--- src/rtl/axi_line_pkg.sv ---
// axi_line_pkg: shared states, AXI constants and address helper for the line master
package axi_line_pkg;
  typedef enum logic [2:0] {IDLE, AR, R, AW, W, B, RESP} state_t;
  localparam logic [2:0] SIZE_8B = 3'd3;
  localparam logic [1:0] BURST_INCR = 2'b01;
  localparam logic [1:0] RESP_OKAY = 2'b00;
  localparam logic [1:0] RESP_EXOKAY = 2'b01;
  localparam logic [1:0] RESP_SLVERR = 2'b10;
  localparam logic [1:0] RESP_DECERR = 2'b11;
  function automatic logic [63:0] line_align(input logic [63:0] addr, input int unsigned lsb);
    return addr & ~((64'd1 << lsb) - 64'd1);
  endfunction
endpackage

--- src/rtl/axi_line_buf.sv ---
// axi_line_buf: line-wide beat buffer, bulk-loaded per request, written per R beat, read per W beat
module axi_line_buf #(
  parameter int BEATS = 4,
  parameter int IW = $clog2(BEATS)
) (
  input  logic                  clk,
  input  logic                  rst,
  input  logic                  load,
  input  logic [BEATS*64-1:0]   load_line,
  input  logic                  we,
  input  logic [IW-1:0]         widx,
  input  logic [63:0]           wbeat,
  input  logic [IW-1:0]         sidx,
  output logic [63:0]           sbeat,
  output logic [BEATS*64-1:0]   line
);
  logic [BEATS-1:0][63:0] mem;
  // whole-line load on request capture, otherwise single-beat update
  always_ff @(posedge clk or posedge rst)
    if (rst) mem <= '0;
    else if (load) mem <= load_line;
    else if (we) mem[widx] <= wbeat;
  assign sbeat = mem[sidx];
  assign line = mem;
endmodule

--- src/rtl/axi_line_master.sv ---
// axi_line_master: turns cache line/word requests into single-outstanding AXI4 bursts
module axi_line_master import axi_line_pkg::*; #(
  parameter int AXI_ADDR_W = 64,
  parameter int AXI_ID_W = 8,
  parameter int AXI_DATA_W = 64,
  parameter int BEATS = 4,
  parameter int MST_ID = 0
) (
  input  logic                    aclk,
  input  logic                    arst,
  input  logic                    req_valid,
  output logic                    req_ready,
  input  logic                    req_write,
  input  logic                    req_single,
  input  logic                    req_lock,
  input  logic [AXI_ADDR_W-1:0]   req_addr,
  input  logic [BEATS*64-1:0]     req_wdata,
  input  logic [7:0]              req_wstrb,
  output logic                    resp_valid,
  input  logic                    resp_ready,
  output logic [BEATS*64-1:0]     resp_rdata,
  output logic                    resp_err,
  output logic                    resp_exfail,
  output logic                    mst_awvalid,
  input  logic                    mst_awready,
  output logic [AXI_ADDR_W-1:0]   mst_awaddr,
  output logic [7:0]              mst_awlen,
  output logic [2:0]              mst_awsize,
  output logic [1:0]              mst_awburst,
  output logic                    mst_awlock,
  output logic [3:0]              mst_awcache,
  output logic [2:0]              mst_awprot,
  output logic [3:0]              mst_awqos,
  output logic [3:0]              mst_awregion,
  output logic [AXI_ID_W-1:0]     mst_awid,
  output logic                    mst_wvalid,
  output logic                    mst_wlast,
  output logic [AXI_DATA_W-1:0]   mst_wdata,
  output logic [7:0]              mst_wstrb,
  input  logic                    mst_wready,
  input  logic                    mst_bvalid,
  input  logic [AXI_ID_W-1:0]     mst_bid,
  input  logic [1:0]              mst_bresp,
  output logic                    mst_bready,
  output logic                    mst_arvalid,
  input  logic                    mst_arready,
  output logic [AXI_ADDR_W-1:0]   mst_araddr,
  output logic [7:0]              mst_arlen,
  output logic [2:0]              mst_arsize,
  output logic [1:0]              mst_arburst,
  output logic                    mst_arlock,
  output logic [3:0]              mst_arcache,
  output logic [2:0]              mst_arprot,
  output logic [3:0]              mst_arqos,
  output logic [3:0]              mst_arregion,
  output logic [AXI_ID_W-1:0]     mst_arid,
  input  logic                    mst_rvalid,
  input  logic [AXI_ID_W-1:0]     mst_rid,
  input  logic [1:0]              mst_rresp,
  input  logic [AXI_DATA_W-1:0]   mst_rdata,
  input  logic                    mst_rlast,
  output logic                    mst_rready
);
  localparam int IW = $clog2(BEATS);
  localparam int CW = IW + 1;
  localparam int LW = $clog2(BEATS * 8);
  state_t state, nxt;
  logic r_write, r_single, r_lock, err, exfail, req_hs, r_hs, w_hs, b_hs;
  logic [AXI_ADDR_W-1:0] r_addr;
  logic [7:0] r_wstrb;
  logic [CW-1:0] cnt, len;
  assign req_hs = req_valid && state == IDLE;
  assign r_hs = mst_rvalid && state == R && mst_rid == AXI_ID_W'(MST_ID);
  assign w_hs = mst_wready && state == W;
  assign b_hs = mst_bvalid && state == B && mst_bid == AXI_ID_W'(MST_ID);
  assign len = r_single ? '0 : CW'(BEATS - 1);
  assign mst_awaddr = r_addr;
  assign mst_araddr = r_addr;
  assign mst_awlen = 8'(len);
  assign mst_arlen = 8'(len);
  assign mst_awsize = SIZE_8B;
  assign mst_arsize = SIZE_8B;
  assign mst_awburst = BURST_INCR;
  assign mst_arburst = BURST_INCR;
  assign mst_awlock = r_lock;
  assign mst_arlock = r_lock;
  assign mst_awcache = '0;
  assign mst_arcache = '0;
  assign mst_awprot = '0;
  assign mst_arprot = '0;
  assign mst_awqos = '0;
  assign mst_arqos = '0;
  assign mst_awregion = '0;
  assign mst_arregion = '0;
  assign mst_awid = AXI_ID_W'(MST_ID);
  assign mst_arid = AXI_ID_W'(MST_ID);
  assign mst_wstrb = r_single ? r_wstrb : 8'hFF;
  assign mst_wlast = cnt == len;
  assign resp_err = err;
  assign resp_exfail = exfail;
  axi_line_buf #(.BEATS(BEATS)) u_buf (
    .clk(aclk),
    .rst(arst),
    .load(req_hs),
    .load_line(req_write ? req_wdata : '0),
    .we(r_hs && !cnt[IW]),
    .widx(cnt[IW-1:0]),
    .wbeat(mst_rdata),
    .sidx(cnt[IW-1:0]),
    .sbeat(mst_wdata),
    .line(resp_rdata)
  );
  // state register
  always_ff @(posedge aclk or posedge arst)
    if (arst) state <= IDLE;
    else state <= nxt;
  // request capture, beat counter and completion status
  always_ff @(posedge aclk or posedge arst)
    if (arst) begin
      {r_write, r_single, r_lock, err, exfail} <= '0;
      r_addr <= '0;
      r_wstrb <= '0;
      cnt <= '0;
    end else begin
      if (req_hs) begin
        r_write <= req_write;
        r_single <= req_single;
        r_lock <= req_lock && req_single;
        r_addr <= req_single ? {req_addr[AXI_ADDR_W-1:3], 3'b0} : AXI_ADDR_W'(line_align(64'(req_addr), LW));
        r_wstrb <= req_wstrb;
      end
      if (r_hs) begin
        cnt <= cnt + CW'(1);
        err <= err | mst_rresp[1] | (mst_rlast && cnt != len);
        exfail <= exfail | (r_lock && mst_rresp != RESP_EXOKAY);
      end
      if (w_hs) cnt <= cnt + CW'(1);
      if (b_hs) begin
        err <= !r_lock && mst_bresp[1];
        exfail <= r_lock && mst_bresp != RESP_EXOKAY;
      end
      if (state == RESP && resp_ready) begin
        err <= 1'b0;
        exfail <= 1'b0;
        cnt <= '0;
      end
    end
  // next state and handshake outputs
  always_comb begin
    nxt = state;
    req_ready = 1'b0;
    mst_arvalid = 1'b0;
    mst_rready = 1'b0;
    mst_awvalid = 1'b0;
    mst_wvalid = 1'b0;
    mst_bready = 1'b0;
    resp_valid = 1'b0;
    case (state)
      IDLE: begin
        req_ready = 1'b1;
        nxt = req_valid ? (req_write ? AW : AR) : IDLE;
      end
      AR: begin
        mst_arvalid = 1'b1;
        nxt = mst_arready ? R : AR;
      end
      R: begin
        mst_rready = 1'b1;
        nxt = r_hs && mst_rlast ? RESP : R;
      end
      AW: begin
        mst_awvalid = 1'b1;
        nxt = mst_awready ? W : AW;
      end
      W: begin
        mst_wvalid = 1'b1;
        nxt = w_hs && mst_wlast ? B : W;
      end
      B: begin
        mst_bready = 1'b1;
        nxt = b_hs ? RESP : B;
      end
      RESP: begin
        resp_valid = 1'b1;
        nxt = resp_ready ? IDLE : RESP;
      end
      default: nxt = IDLE;
    endcase
  end
endmodule

--- config.mk ---
export PLATFORM = sky130hd
export DESIGN_NAME = axi_line_master
export DESIGN_NICKNAME = d
export VERILOG_FILES = /design/src/rtl/axi_line_pkg.sv /design/src/rtl/axi_line_buf.sv /design/src/rtl/axi_line_master.sv
export SDC_FILE = /design/constraint.sdc
export NUM_CORES = 1
export LEC_CHECK = 0
export ABC_CLOCK_PERIOD_IN_PS = 24900
export CORE_AREA = 2 2 372 374
export CTS_CLUSTER_SIZE = 16
export DETAILED_ROUTE_END_ITERATION = 10
export DIE_AREA = 0 0 374 376
export PLACE_DENSITY_LB_ADDON = 0.25
export SYNTH_ARGS = -nofsm -noshare
export SYNTH_HDL_FRONTEND = slang
export SYNTH_SLANG_ARGS = --single-unit
export TNS_END_PERCENT = 5
--- constraint.sdc ---
create_clock -name aclk -period 24.9 [get_ports aclk]
set_input_delay 4.98 -clock aclk [delete_from_list [all_inputs] [get_ports aclk]]
set_output_delay 4.98 -clock aclk [all_outputs]
set_load 0.01 [all_outputs]
==> results of run 1 <==
## registers in the layout, indices dropped and copies added (netlist names)
signal / flops
mst_araddr: 61
state: 3
r_wstrb: 8
resp_exfail: 1
resp_err: 1
mst_arlock: 1
cnt: 3
u_buf.line: 256
r_single: 1
## path summary, 6_finish.rpt
| path | from | endpoint | slack, ns | cells after the start |
|---|---|---|---|---|
| setup / recovery | req_valid | u_buf.line[222]$_DFFE_PP0P_ | 15.14 | 9 |
| min in group asynchronous | arst | mst_araddr[8]$_DFFE_PP0P_ | 4.83 | 2 |
| setup reg to reg | state[0]$_DFF_PP0_ | u_buf.line[222]$_DFFE_PP0P_ | 19.42 | 8 |
| hold reg to reg | r_wstrb[4]$_DFFE_PP0P_ | r_wstrb[4]$_DFFE_PP0P_ | 0.47 | 2 |
| hold / removal | r_wstrb[4]$_DFFE_PP0P_ | r_wstrb[4]$_DFFE_PP0P_ | 0.47 | 2 |
| max in group asynchronous | arst | u_buf.line[76]$_DFFE_PP0P_ | 17.37 | 5 |
## power by group
group          internal (mW)  leakage (nW)  switching, mW
combinational           1.14          7.38          0.958
sequential             0.780          4.39          0.273
clock                  0.397         0.727          0.275
total                   2.32          12.5           1.51
## metal layers
layer  vias up  share of wire
met5         -        0.00079
met4        12          0.031
met3       128          0.076
met2       722           0.48
met1      8073           0.41
li1       6774              -
## tightest hold or removal path, cell delays in order (launching register included)
cell and delay (ns):
dfrtp_1 0.33, nand2_1 0.05, nand2_1 0.06
## cells by family after synthesis
| family | share of synthesized area |
|---|---|
| fa+ha+maj | 0.002707 |
| buf+inv | 0.09764 |
| compound gates | 0.1349 |
| other cells | 0.0004061 |
| flops | 0.4533 |
| mux | 0.2466 |
| simple gates | 0.06442 |
## Yosys cell counts (2+ instances only)
cell type / count / share of area
o21ai_0: 6 / 0.0016
dfrtp_1: 335 / 0.45
mux2_2: 196 / 0.12
ha_1: 4 / 0.0027
clkbuf_1: 36 / 0.0073
mux2_4: 60 / 0.049
mux4_2: 64 / 0.078
buf_1: 12 / 0.0024
o21ai_4: 4 / 0.0035
nand2b_1: 12 / 0.0041
and3b_2: 2 / 0.0011
a2111oi_0: 2 / 0.00095
a22o_2: 56 / 0.030
buf_2: 45 / 0.012
a22o_1: 200 / 0.095
and2_1: 3 / 0.0010
buf_4: 139 / 0.056
nor4b_4: 2 / 0.0026
nor2_1: 7 / 0.0014
nor3b_1: 2 / 0.00081
nor2b_1: 5 / 0.0017
nor3_1: 6 / 0.0016
clkbuf_8: 12 / 0.0089
conb_1: 2 / 0.00041
nand3_1: 6 / 0.0016
buf_6: 3 / 0.0018
inv_1: 6 / 0.0012
a21oi_1: 4 / 0.0011
nand2_1: 214 / 0.043
buf_12: 6 / 0.0065
## placed cells by master (no fill, tap or decap), types with 2 or more instances in the layout
cell type and n:
mux2_2 196, dfrtp_1 333, clkinvlp_4 2, clkbuf_1 16, nand3_1 6, clkdlybuf4s50_1 887, nor3b_1 2, clkinv_2 5
clkbuf_16 47, buf_4 29, nand2b_1 12, dfrtp_4 2, and3b_2 2, diode_2 9, nor3_1 6, a22o_2 56
conb_1 74, mux4_2 64, a2111oi_0 2, ha_1 4, and2_1 2, o21ai_0 6, inv_1 5, a22o_1 200
o21ai_4 4, nor4b_4 2, nor2b_4 4, nor2_1 7, clkbuf_8 10, nand2_1 213, mux2_4 60, a21oi_1 4
bufinv_16 2
## stage by stage
stage | area (µm²) | setup slack, ns | power, mW
global route | 29880 | 14.90 | 4.033
detailed placement | 28370 | 14.48 | 3.195
floorplan | 18760 | 10.64 | 2.008
global placement | 28370 | 14.44 | 3.204
CTS | 29870 | 15.16 | 3.908
finish | 29890 | 15.14 | 3.823
## cell type report
type	count	area, µm²	share of cell area
Tap cell	1794	2245	0.07510
Clock inverter	11	117.6	0.003935
Clock buffer	73	1374	0.04596
Multi-Input combinational cell	944	8613	0.2882
Antenna cell	9	22.52	0.0007535
Sequential cell	335	8391	0.2807
Inverter	6	30.03	0.001005
Timing Repair Buffer	916	9096	0.3043
==> results.sh, run 1 <==
export IMPL_status="finished, final reports clean"
export IMPL_design_core_area_um2=136600
export IMPL_hold_path_class="reg -> reg"
export IMPL_fin_crit_ns=9.757
export IMPL_tightest_slew_ns=0.9856
export IMPL_die_h_um=376
export IMPL_numPortBuffers=887
export IMPL_grt_pass1_vias=16550
export IMPL_synth_cell_types=46
export IMPL_place_gp_congestion=0.8055
export IMPL_critPathLaunchType="primary input"
export IMPL_slew_headroom=0.3429
export IMPL_numClockSinks=335
export IMPL_rows=136
export IMPL_max_stage_delay_ns=0.83
export IMPL_nFillCells=14800
export IMPL_grtUsageMet3=0.04189
export IMPL_synth_ff_latch_count=335
export IMPL_grt_use_met1=0.1692
export IMPL_post_cts_setup_buffers=0
export IMPL_cpLargestDelayFamily="buffers and inverters"
export IMPL_min_period_over_period=0.3918
export IMPL_drt_pass1_iterations=5
export IMPL_fmax_ghz=0.1025
export IMPL_htreeDepth=2
export IMPL_cts_hold_buf=0
export IMPL_grt_max_degree=94
export IMPL_async_flop_share=1.000
export IMPL_grt_antenna_before_repair=26
export IMPL_cp_slowest_cell="buf_4"
export IMPL_dp_cells=3995
export IMPL_p_leak_nw=12.49
export IMPL_wl_per_cell_um=24.70
export IMPL_final_nets=2678
export IMPL_worst_setup_path_type="in -> reg"
export IMPL_cts_tree="done"
export IMPL_hold_viol=0
export IMPL_drt_iter0_markers=714
export IMPL_path_common_cell="buf_4"
export IMPL_powerDensity_nw_per_um2=127.9
export IMPL_end_kind="flip-flop"
export IMPL_setup_violations=0
export IMPL_gr_total_overflow=0
export IMPL_synth_seq_area_share=0.4533
export IMPL_ios=965
export IMPL_cp_cell_sequence="clkdlybuf4s50_1, nor4b_4, buf_4, and2_4, buf_4, buf_4, buf_4, a22o_1, mux2_2"
export IMPL_drv_slew=0
export IMPL_die_width_um=374
export IMPL_clk_pin_slew_worst_paths_ns=0.06
export IMPL_syn_area_per_cell_um2=12.60
export IMPL_synth_main_ff_cell="dfrtp_1"
export IMPL_worst_path_max_fanout=77
export IMPL_numCtsBuffers=46
export IMPL_wirelength_mm=101.0
export IMPL_max_vdd_ir_drop_mv=0.05904
export IMPL_syn2layout_area_growth_pct=61.63
export IMPL_start_util=0.1353
export IMPL_clock_latency_ns=0.59
export IMPL_layout_cells_non_filler=4088
export IMPL_fin_worst_skew_ns=0.01425
export IMPL_cp_arrival_ns=10.29
export IMPL_utilization=0.2187
export IMPL_netlist_instances=1467
export IMPL_whs_ns=0.4659
export IMPL_grt_pass1_wl_mm=137.2
export IMPL_max_cap_violations=0
export IMPL_rsz0062_at_grt="false"
export IMPL_gr_usage_all_layers=0.1376
export IMPL_hpwl_mm=74.07
export IMPL_layout_drive_gt1_share=0.2166
export IMPL_busiest_layer="met2"
export IMPL_cts_resized=0
export IMPL_vias=15710
export IMPL_required_ns=25.43
export IMPL_synth_edf_count=0
export IMPL_netlist_area_um2=18490
export IMPL_vias_per_cell=3.843
export IMPL_timing_setup_tns_ns=0
export IMPL_ant_nets=0
export IMPL_drc_errors=0
export IMPL_clock_path_buffers=3
export IMPL_clock_root_buffer="clkbuf_16"
export IMPL_die_area_um2=140600
export IMPL_yosys_warnings=0
export IMPL_worst_path_buf_inv=5
export IMPL_use_met2=0.2296
Note: power is estimated with default switching activity, not from simulation.
==> inputs of run 2 (changes only) <==
--- a/config.mk
+++ b/config.mk
@@ -5,7 +5,7 @@
 export SDC_FILE = /design/constraint.sdc
 export NUM_CORES = 1
 export LEC_CHECK = 0
-export ABC_CLOCK_PERIOD_IN_PS = 24900
+export ABC_CLOCK_PERIOD_IN_PS = 9750
 export CORE_AREA = 2 2 372 374
 export CTS_CLUSTER_SIZE = 16
 export DETAILED_ROUTE_END_ITERATION = 10
==> constraint.sdc (replaced) <==
create_clock -name aclk -period 9.75 [get_ports aclk]
set_input_delay 1.95 -clock aclk [delete_from_list [all_inputs] [get_ports aclk]]
set_output_delay 1.95 -clock aclk [all_outputs]
set_load 0.01 [all_outputs]
==> run 2 against run 1 <==
Compared with the run above:
- cell area is 0.26% higher
- first-iteration DRC count decreased by 10%
- global-route usage decreased by 0.20 points
- clock skew rose by 0.0045 ns
- non-clock buffer count did not move
- sequential cell count stayed put
- total power grew to 2.5 times the previous value
- via count shrank 0.87%
- sequential power rose by 150%
- sequential share of layout area shrank 0.071 points
- largest power group unchanged
==> results.sh, run 2 (same netlist as run 1, synthesis figures left out) <==
export IMPL_status="finished, final reports clean"
export IMPL_numPortBuffers=887
export IMPL_clock_latency_ns=0.60
export IMPL_r2r_start="state[0]$_DFF_PP0_"
export IMPL_utilization=0.2193
export IMPL_cp_depth=3
export IMPL_grt_max_degree=132
export IMPL_cp_endpoint="mst_wdata[18]"
export IMPL_powerDensity_nw_per_um2=323.0
export IMPL_drt_pass1_iterations=5
export IMPL_final_common_cell="clkdlybuf4s50_1"
export IMPL_drt_iter0_markers=642
export IMPL_dp_cells=3995
export IMPL_die_area_um2=140600
export IMPL_max_vdd_ir_drop_mv=0.1765
export IMPL_cts_resized=0
export IMPL_syn2layout_area_growth_pct=62.05
export IMPL_layout_cells_non_filler=4089
export IMPL_clock_path_buffers=3
export IMPL_wirelength_mm=99.23
export IMPL_r2r_setup_slack_ns=5.96
export IMPL_max_stage_delay_ns=0.68
export IMPL_hold_viol=0
export IMPL_gr_total_overflow=0
export IMPL_start_util=0.1353
export IMPL_design_core_area_um2=136600
export IMPL_p_leak_nw=12.53
export IMPL_grt_antenna_before_repair=31
export IMPL_setup_violations=0
export IMPL_worst_path_max_fanout=29
export IMPL_setup_ws_ns=4.670
export IMPL_numClockSinks=335
export IMPL_end_kind="output port"
export IMPL_wl_per_cell_um=24.27
export IMPL_largest_reg_flops=256
export IMPL_cpLargestDelayFamily="buffers and inverters"
export IMPL_cp_slowest_cell="mux4_2"
export IMPL_cts_hold_buf=0
export IMPL_layout_drive_gt1_share=0.2190
export IMPL_final_nets=2678
export IMPL_fmax_ghz=0.1969
export IMPL_vias=15570
export IMPL_grt_pass1_vias=16580
export IMPL_gr_usage_all_layers=0.1357
export IMPL_ant_nets=0
export IMPL_clock_root_buffer="clkbuf_16"
export IMPL_rsz0062_at_grt="false"
export IMPL_min_period_over_period=0.5210
export IMPL_die_width_um=374
export IMPL_vias_per_cell=3.808
export IMPL_drv_slew=0
export IMPL_ios=965
export IMPL_worst_setup_path_type="reg -> out"
export IMPL_timing_rr_end="u_buf.line[101]$_DFFE_PP0P_"
export IMPL_timing_setup_tns_ns=0
export IMPL_required_ns=7.80
export IMPL_place_ws_ns=4.356
export IMPL_hold_path_class="reg -> reg"
export IMPL_cts_tree="done"
export IMPL_die_h_um=376
export IMPL_place_gp_congestion=0.7642
export IMPL_drc_errors=0
export IMPL_post_cts_setup_buffers=0
export IMPL_hpwl_mm=71.34
export IMPL_numCtsBuffers=46
export IMPL_fin_worst_skew_ns=0.01877
export IMPL_cp_arrival_ns=3.13
export IMPL_cp_cell_sequence="buf_4, mux4_2, clkdlybuf4s50_1"
export IMPL_slew_headroom=0.3099
export IMPL_grt_pass1_wl_mm=135.4
export IMPL_layout_common_cells="887 x clkdlybuf4s50_1, 333 x dfrtp_1, 213 x nand2_1"
export IMPL_htreeDepth=2
export IMPL_worst_path_buf_inv=2
export IMPL_rows=136
export IMPL_critPathLaunchType="flip-flop"
export IMPL_reg2reg_depth=6
export IMPL_clk_pin_slew_worst_paths_ns=0.06
export IMPL_fin_crit_ns=5.080
export IMPL_crit_path_start="cnt[0]$_DFFE_PP0P_"
export IMPL_tightest_slew_ns=1.035
export IMPL_max_cap_violations=0
==> run 2: cell types whose count changed in the layout (fill, tap and decap cells not counted), sizes merged <==
cell / previous run / this run
clkinvlp: 2 / 3
diode: 9 / 12
clkbuf: 73 / 68
clkinv: 6 / 10
inv: 7 / 5
==> run 2: final cells by class <==
class	count	area [µm²]
diodes	12	30.03
clock buffers	68	1375
well taps	1794	2245
clock inverters	14	151.4
flip-flops and latches	335	8391
fillers	14770	106700
multi-input cells	944	8613
repair buffers	916	9134
inverters	6	26.28
==> run 2: report_power, final <==
group          internal [mW]  total [mW]  switching, mW
clock                   1.03        1.73          0.707
combinational           2.92        5.34           2.42
sequential              1.99        2.61          0.615
total                   5.94        9.68           3.74
==> run 2: per-stage QoR <==
| step | hold WS, ns | area [µm²] | power [mW] |
|---|---|---|---|
| 3_3_place_gp | 0.4521 | 28410 | 8.086 |
| 3_5_place_dp | 0.4540 | 28410 | 8.073 |
| 4_1_cts | 0.4688 | 29940 | 9.904 |
| 5_1_grt | 0.4875 | 29970 | 10.23 |
| 6_report | 0.4653 | 29970 | 9.679 |
| 2_1_floorplan | 0.4369 | 18770 | 5.129 |
==> run 2: how the worst min path moves through the flow <==
stage                      startpoint                      to  slack (ns)  cells past startpoint
2_1_floorplan  r_wstrb[0]$_DFFE_PP0P_  r_wstrb[0]$_DFFE_PP0P_        0.44                      2
3_3_place_gp   r_wstrb[3]$_DFFE_PP0P_  r_wstrb[3]$_DFFE_PP0P_        0.45                      2
3_5_place_dp   r_wstrb[3]$_DFFE_PP0P_  r_wstrb[3]$_DFFE_PP0P_        0.45                      2
4_1_cts        r_wstrb[3]$_DFFE_PP0P_  r_wstrb[3]$_DFFE_PP0P_        0.47                      2
5_1_grt        r_wstrb[4]$_DFFE_PP0P_  r_wstrb[4]$_DFFE_PP0P_        0.49                      2
6_report       r_wstrb[2]$_DFFE_PP0P_  r_wstrb[2]$_DFFE_PP0P_        0.47                      2
==> run 2: per-layer routing <==
| layer | vias to the layer above | wire length (µm) | part of all wire | global-route usage |
|---|---|---|---|---|
| met5 | - | 135 | 0.0014 | 0 |
| li1 | 6773 | - | - | - |
| met1 | 7932 | 40560 | 0.41 | 0.1641 |
| met3 | 149 | 6887 | 0.069 | 0.03975 |
| met4 | 22 | 3014 | 0.030 | 0.04759 |
| met2 | 696 | 48630 | 0.49 | 0.2283 |
==> run 2: tightest hold or removal path, stage by stage (launching register included) <==
cell	delay (ns)
dfrtp_1	0.33
nand2_1	0.05
nand2_1	0.06
==> inputs of run 3 (changes only) <==
--- a/config.mk
+++ b/config.mk
@@ -5,7 +5,7 @@
 export SDC_FILE = /design/constraint.sdc
 export NUM_CORES = 1
 export LEC_CHECK = 0
-export ABC_CLOCK_PERIOD_IN_PS = 9750
+export ABC_CLOCK_PERIOD_IN_PS = 4700
 export CORE_AREA = 2 2 372 374
 export CTS_CLUSTER_SIZE = 16
 export DETAILED_ROUTE_END_ITERATION = 10
==> constraint.sdc (replaced) <==
create_clock -name aclk -period 4.7 [get_ports aclk]
set_input_delay 0.94 -clock aclk [delete_from_list [all_inputs] [get_ports aclk]]
set_output_delay 0.94 -clock aclk [all_outputs]
set_load 0.01 [all_outputs]
==> run 3 against run 2 <==
Compared with the run above:
- count of clock-buffer cells in the layout up 4
- total power rose by 110%
- via count hardly changed
- combinational power rose by 110%
- worst hold slack lost 0.0038 ns
==> results.sh, run 3 (same netlist as run 1, synthesis figures left out) <==
export IMPL_hpwl_mm=73.19
export IMPL_drt_pass1_iterations=5
export IMPL_hold_viol=0
export IMPL_post_cts_setup_buffers=0
export IMPL_fin_worst_skew_ns=0.01361
export IMPL_htreeDepth=2
export IMPL_final_common_cell="clkdlybuf4s50_1"
export IMPL_design_area_um2=30210
export IMPL_max_vdd_ir_drop_mv=0.3275
export IMPL_grt_pass1_wl_mm=137.2
export IMPL_clock_root_buffer="clkbuf_16"
export IMPL_largest_reg_flops=256
export IMPL_design_core_area_um2=136600
export IMPL_rows=136
export IMPL_die_width_um=374
export IMPL_drv_slew=0
export IMPL_cp_arrival_ns=3.15
export IMPL_tightest_slew_ns=1.130
export IMPL_cts_hold_buf=0
export IMPL_wirelength_mm=100.0
export IMPL_p_leak_nw=12.66
export IMPL_wl_per_cell_um=24.37
export IMPL_layout_drive_gt1_share=0.2254
export IMPL_status="finished, final reports clean"
export IMPL_vias_per_cell=3.798
export IMPL_numCtsBuffers=48
export IMPL_setup_violations=0
export IMPL_fmax_ghz=0.2447
export IMPL_layout_cells_non_filler=4103
export IMPL_place_gp_congestion=0.7662
export IMPL_nFillCells=14760
export IMPL_max_cap_violations=0
export IMPL_place_ws_ns=0.9810
export IMPL_multi_input_area_um2=8613
export IMPL_worst_path_max_fanout=39
export IMPL_utilization=0.2211
export IMPL_layout_common_cells="887 x clkdlybuf4s50_1, 333 x dfrtp_1, 213 x nand2_1"
export IMPL_rsz0062_at_grt="false"
export IMPL_powerDensity_nw_per_um2=668.3
export IMPL_use_met2=0.2392
export IMPL_critPathLaunchType="flip-flop"
export IMPL_gr_total_overflow=0
export IMPL_holdCritStartpoint="r_wstrb[4]$_DFFE_PP0P_"
export IMPL_end_kind="output port"
export IMPL_die_area_um2=140600
export IMPL_min_period_over_period=0.8694
export IMPL_die_h_um=376
export IMPL_clock_path_buffers=3
export IMPL_slew_headroom=0.2448
export IMPL_clk_pin_slew_worst_paths_ns=0.06
export IMPL_fin_crit_ns=4.086
export IMPL_ios=965
export IMPL_numPortBuffers=887
export IMPL_placed_cell_area_um2=28680
export IMPL_grt_pass1_vias=16740
export IMPL_numClockSinks=335
export IMPL_final_nets=2701
export IMPL_seqCellArea_um2=8391
export IMPL_vias=15580
export IMPL_r2r_start="cnt[1]$_DFFE_PP0P_"
export IMPL_setup_ws_ns=0.6136
export IMPL_required_ns=3.76
export IMPL_grt_antenna_before_repair=20
export IMPL_worst_setup_path_type="reg -> out"
export IMPL_start_util=0.1353
export IMPL_syn2layout_area_growth_pct=63.39
export IMPL_crit_path_start="cnt[1]$_DFFE_PP0P_"
export IMPL_grt_max_degree=81
export IMPL_clock_latency_ns=0.60
export IMPL_ant_nets=0
export IMPL_timing_setup_tns_ns=0
export IMPL_drt_iter0_markers=741
export IMPL_dp_cells=4016
export IMPL_hold_path_class="reg -> reg"
export IMPL_grtUsageMet3=0.03418
export IMPL_grt_use_met1=0.1681
export IMPL_drc_errors=0
export IMPL_gr_usage_all_layers=0.1368
export IMPL_cts_resized=0
export IMPL_cts_tree="done"
export IMPL_busiest_layer="met2"
==> run 3: power by group <==
part	leakage (nW)	internal, mW	switching, mW
sequential	4.39	4.13	1.42
clock	0.748	2.13	1.49
combinational	7.52	6.13	4.89
total	12.7	12.4	7.80
==> run 3: path summary, 6_finish.rpt <==
path                                              end  slack (ns)  depth (start not counted)
max                                     mst_wdata[12]        0.61                          3
min                            r_wstrb[4]$_DFFE_PP0P_        0.46                          2
max reg2reg                u_buf.line[82]$_DFFE_PP0P_        1.57                          6
min reg2reg                    r_wstrb[4]$_DFFE_PP0P_        0.46                          2
max in group asynchronous  mst_araddr[31]$_DFFE_PP0P_        2.82                          4
min in group asynchronous   u_buf.line[3]$_DFFE_PP0P_        0.82                          2
==> run 3: final cells by class <==
class	count	share of cell area
Clock inverter	13	0.003893
Sequential cell	335	0.2777
Multi-Input combinational cell	944	0.2851
Antenna cell	2	0.0001656
Inverter	6	0.0008696
Tap cell	1794	0.07429
Timing Repair Buffer	937	0.3112
Clock buffer	72	0.04675
==> run 3: layer usage <==
metal | routed length [µm] | part of all wire
met5 | 82 | 0.00082
met4 | 1927 | 0.019
met3 | 6313 | 0.063
met2 | 50320 | 0.50
met1 | 41350 | 0.41
==> run 3: critical path: stages, from the launching register on <==
cell	delay, ns
dfrtp_4	1.09
buf_4	0.32
mux4_2	0.51
clkdlybuf4s50_1	0.55
==> run 3: stage by stage <==
step	power, mW	hold slack [ns]
after floorplan	10.64	0.4369
after global placement	16.86	0.4507
after detailed placement	16.84	0.4530
after CTS	20.65	0.4666
after global routing	21.36	0.4813
final	20.19	0.4614
